**src/rtl/cascade_counter.sv**
```systemverilog
// Multi-stage synchronous up/down counter. Stage carries come from a same-cycle
// AND chain of terminal flags. Wrap or saturation applies at the full-width end value.
module cascade_counter #(
    parameter int STAGE_W = 8,
    parameter int STAGES  = 3
) (
    input  logic                       clk,
    input  logic                       reset,
    input  logic                       en,
    input  logic                       up_dn,
    input  logic                       load,
    input  logic [STAGE_W*STAGES-1:0]  load_val,
    input  logic                       sat_mode,
    output logic [STAGE_W*STAGES-1:0]  count,
    output logic [STAGES-1:0]          stage_tc,
    output logic                       tc,
    output logic                       wrap
);

    localparam int N = STAGE_W * STAGES;

    logic [N-1:0]      count_reg;
    logic [N-1:0]      count_next;
    logic [N-1:0]      step_count;
    logic              wrap_reg;
    logic              wrap_next;
    logic [STAGES-1:0] carry;

    genvar gi;
    generate
        for (gi = 0; gi < STAGES; gi++) begin : g_stage
            logic [STAGE_W-1:0] cur;
            assign cur = count_reg[gi*STAGE_W +: STAGE_W];

            // The terminal value depends on the direction currently requested.
            assign stage_tc[gi] = up_dn ? (&cur) : ~(|cur);

            if (gi == 0) begin : g_first
                assign carry[gi] = en;
            end else begin : g_rest
                assign carry[gi] = carry[gi-1] & stage_tc[gi-1];
            end

            assign step_count[gi*STAGE_W +: STAGE_W] =
                !carry[gi] ? cur :
                (up_dn ? cur + STAGE_W'(1) : cur - STAGE_W'(1));
        end
    endgenerate

    assign tc = &stage_tc;

    always_comb begin
        count_next = count_reg;
        wrap_next  = 1'b0;
        if (load) begin
            count_next = load_val;
        end else if (en && !(tc && sat_mode)) begin
            // Every stage is terminal when tc is set, so the step rolls all stages together.
            count_next = step_count;
            wrap_next  = tc;
        end
    end

    always_ff @(posedge clk) begin
        if (reset) begin
            count_reg <= '0;
            wrap_reg  <= 1'b0;
        end else begin
            count_reg <= count_next;
            wrap_reg  <= wrap_next;
        end
    end

    assign count = count_reg;
    assign wrap  = wrap_reg;

endmodule

```
**config.mk**
```make
export PLATFORM = sky130hd
export DESIGN_NAME = cascade_counter
export DESIGN_NICKNAME = d
export VERILOG_FILES = /design/src/rtl/cascade_counter.sv
export SDC_FILE = /design/constraint.sdc
export NUM_CORES = 1
export LEC_CHECK = 0
export ABC_AREA = 1
export BUFFER_PORTS_ARGS = -buffer_cell sky130_fd_sc_hd__buf_2
export CORE_ASPECT_RATIO = 1.5
export CORE_MARGIN = 4
export CORE_UTILIZATION = 48
export DETAILED_ROUTE_END_ITERATION = 8
export GPL_TIMING_DRIVEN = 0
export MAX_ROUTING_LAYER = met4
export PLACE_DENSITY = 0.86
export SYNTH_ARGS = -nofsm -noshare
export SYNTH_HDL_FRONTEND = slang
export SYNTH_SLANG_ARGS = --single-unit
```
**constraint.sdc**
```tcl
create_clock -name clk -period 2.4 [get_ports clk]
set_input_delay 0.36 -clock clk [delete_from_list [all_inputs] [get_ports clk]]
set_output_delay 0.36 -clock clk [all_outputs]
set_load 0.02 [all_outputs]
```
==> impl_metrics.py <==
metrics = {
    "status": {
        "status": "complete, no violations",
    },
    "worst_setup_path": {
        "endpoint_kind": "register",
        "cp_top_family": "compound AO/OA/AOI/OAI gates",
        "cp.required_ns": 2.61,
        "worstPathCellList": "buf_6 > clkinvlp_4 > fa_1 > nand2_1 > inv_1 > o21ai_0 > nand2_1 > nand2_1 > a21oi_1 > o21ai_0 > nand2_2 > a21oi_2",
        "crit_slowest_cell": "fa_1",
        "startpoint_type": "primary input",
        "critical_path_class": "primary input to register",
        "cp.buffers_inverters": 3,
        "critical_path.max_stage_delay_ns": 0.53,
        "path_common_cell": "nand2_1",
        "critPathArrivalTime_ns": 2.34,
        "worstPathMaxFanout": 11,
    },
    "power": {
        "swShare_pct": 39.7,
        "comb_power_share_pct": 40.6,
        "clkPwrFrac_pct": 20.0,
        "p_leak_nw": 1.35,
        "switchingPower_w": 0.000506,
        "p_total_w": 0.00128,
        "power.internal_w": 0.000769,
        "power.density_nw_per_um2": 485,
        "seq_power_share_pct": 39.4,
        "ir_drop_uv": 328,
    },
    "logic_synthesis": {
        "synth_cells": 331,
        "synth_top_family_by_area": "simple AND/OR/NAND/NOR gates",
        "synth_area_leaders": "dfxtp_1 22%, nand2_1 12%, ha_1 10%",
        "synth-compound-area-share_pct": 14.3,
        "ys.flop_type": "dfxtp_1",
        "synth_top_area_share_pct": 22.5,
        "synthAdderAreaFrac_pct": 12.8,
        "synthMuxAreaShare_pct": 0.450,
        "async_flop_share_pct": 0,
        "synth.distinct_cells": 35,
        "synth.net_count": 382,
        "avgSynthCellArea_um2": 6.72,
        "ys_seq_elements": 25,
        "synth_area_um2": 2230,
        "yosysTopAreaCell": "dfxtp_1",
        "synth_edf_count": 0,
        "yosys_warnings": 0,
        "ys_seq_area_share_pct": 22.5,
        "synthSimpleGateAreaFrac_pct": 39.0,
        "synth-xor-area-share_pct": 5.51,
    },
    "global_route": {
        "grt_pass1_wl_mm": 10.3,
        "grt_max_degree": 23,
        "grt_pass1_vias": 2389,
        "antenna_found_initial": 0,
        "grt_use_total_pct": 22.2,
        "overflow": 0,
    },
    "timing": {
        "maxSlewHeadroom_pct": 58.8,
        "setup_tns_ns": 0,
        "whs_ns": 0.344,
        "timing.final.ws_setup_ns": 0.268,
        "rsz0062_at_grt": "false",
        "finalCritPeriodShare_pct": 88.8,
        "tightest_slew_ns": 0.618,
        "setup_viol": 0,
        "max_freq_mhz": 469,
        "finalClockSkew_ns": 0.00215,
        "drv_slew": 0,
        "finalHoldViolations": 0,
        "period_needed_ns": 2.13,
    },
    "clock_network": {
        "hold_buffers": 0,
        "cts_tree": "done",
        "cts_buffers": 3,
        "clock_sinks": 25,
        "cts.clk_slew.worst_paths_ns": 0.09,
        "cts_root_buffer": "clkbuf_8",
        "cts.htree.levels": 1,
        "clockBufferDepth": 2,
        "clock_latency_ns": 0.27,
    },
    "die": {
        "io_pins": 59,
        "fp.dieW_um": 63.6,
        "start_util_pct": 49.4,
        "die_y_um": 91.4,
        "core_region_area_um2": 4500,
        "rows": 30,
        "dieArea_um2": 5810,
    },
    "finish": {
        "final_net_count": 445,
        "final_common_cell": "nand2_1",
        "nFillCells": 456,
        "most-common-layout-cells": "74 x nand2_1, 57 x buf_2, 51 x nor2_1",
        "largest_reg_flops": 24,
        "drive_above_1_share_pct": 23.4,
        "final_util_pct": 58.4,
        "area_growth_pct": 18.1,
        "antennaDiodeCount": 0,
    },
    "routing": {
        "drtIter0Drc": 77,
        "postRouteAntennaNets": 0,
        "vias": 2449,
        "dr.pass1.iters": 4,
        "wl_per_cell_um": 14.2,
        "remaining_drc_errors": 0,
        "finalWirelength_mm": 6.24,
        "post_drt_via_cell_ratio": 5.55,
    },
    "place": {
        "portBuffers": 57,
        "place_ws_ns": -0.242,
        "place_hpwl_mm": 4.83,
        "gp_congestion": 0.886,
    },
    "min_path": {
        "hold_path.class": "primary input to register",
    },
    "flow_run": {
        "cap_violations": 0,
    },
}
[cell families (layout without fill, tap and decap cells)]
group / after synthesis / count (layout)
and+or+nand+nor: 185 / 185
AOI/OAI and AO/OA: 56 / 56
DFF: 25 / 25
muxes: 1 / 1
xor gates and xnor gates: 14 / 14
adders and majority gates: 21 / 21
buffers and inverters: 29 / 91
[worst reg2reg max path, delay by kind of cell (launching register included)]
| kind | cells | cell delay, ns |
|---|---|---|
| flops | 1 | 0.39 |
| simple gates | 4 | 0.38 |
| fa+ha+maj | 1 | 0.44 |
| compound gates | 4 | 0.59 |
| buf+inv | 1 | 0.05 |
[routing by layer]
layer | GRT usage (%) | up-vias | part of all wire [%]
li1 | - | 1218 | -
met1 | 23.7 | 1118 | 39
met2 | 39.0 | 89 | 51
met3 | 2.48 | 24 | 5.2
met4 | 13.0 | 0 | 4.3
met5 | - | - | 0
[stage by stage]
stage	area, um^2	std cells
after floorplan	2230	331
after detailed placement	2570	436
after global placement	2570	436
after global routing	2630	441
after CTS	2620	440
final	2630	441
[timing repair]
action	4_1_cts	5_1_grt
buffers inserted	0	0
gates resized for setup	0	2
endpoints found under the setup margin	0	8
[path summary, 6_finish.rpt]
kind | from | end | slack (ns) | cells after the start
max reg2reg | count[16] | count[22] | 0.50 | 10
min | reset | wrap | 0.34 | 2
max | up_dn | count[22] | 0.27 | 12
min reg2reg | count[14] | count[14] | 0.55 | 2
[cells in the mapped netlist, types with 2 or more instances]
master and n:
nand2_1 74, nor3_1 10, nand2_4 3, dfxtp_1 25, o21bai_1 2, a21oi_2 5, clkbuf_1 6, or2_2 3
o21a_1 3, nand2_2 9, nor2_1 51, xor2_1 10, inv_1 21, o21ai_0 21, xnor2_1 4, ha_1 18
nand3_1 25, fa_1 3, a21oi_1 22
[power by group through the flow]
| stage | Clock, W | Sequential [W] | Combinational (W) |
|---|---|---|---|
| finish | 0.000256 | 0.000503 | 0.000517 |
| global route | 0.000278 | 0.000509 | 0.000575 |
| CTS | 0.000262 | 0.000502 | 0.000513 |
| detailed placement | 0 | 0.000511 | 0.000509 |
| global placement | 0 | 0.000510 | 0.000491 |
| floorplan | 0 | 0.000543 | 0.000331 |
[cell type report]
cell class                      count  area [um^2]  area share, %
Multi-Input combinational cell    277         1610           61.1
Buffer                              8         41.3           1.57
Timing Repair Buffer               57          285           10.9
Clock inverter                      1         5.00          0.190
Inverter                           21         82.6           3.14
Sequential cell                    25          500           19.0
Clock buffer                        3         41.3           1.57
Tap cell                           48         60.1           2.28
Timing Repair inverter              1         7.51          0.286
Power figures use the tool's default switching activity.
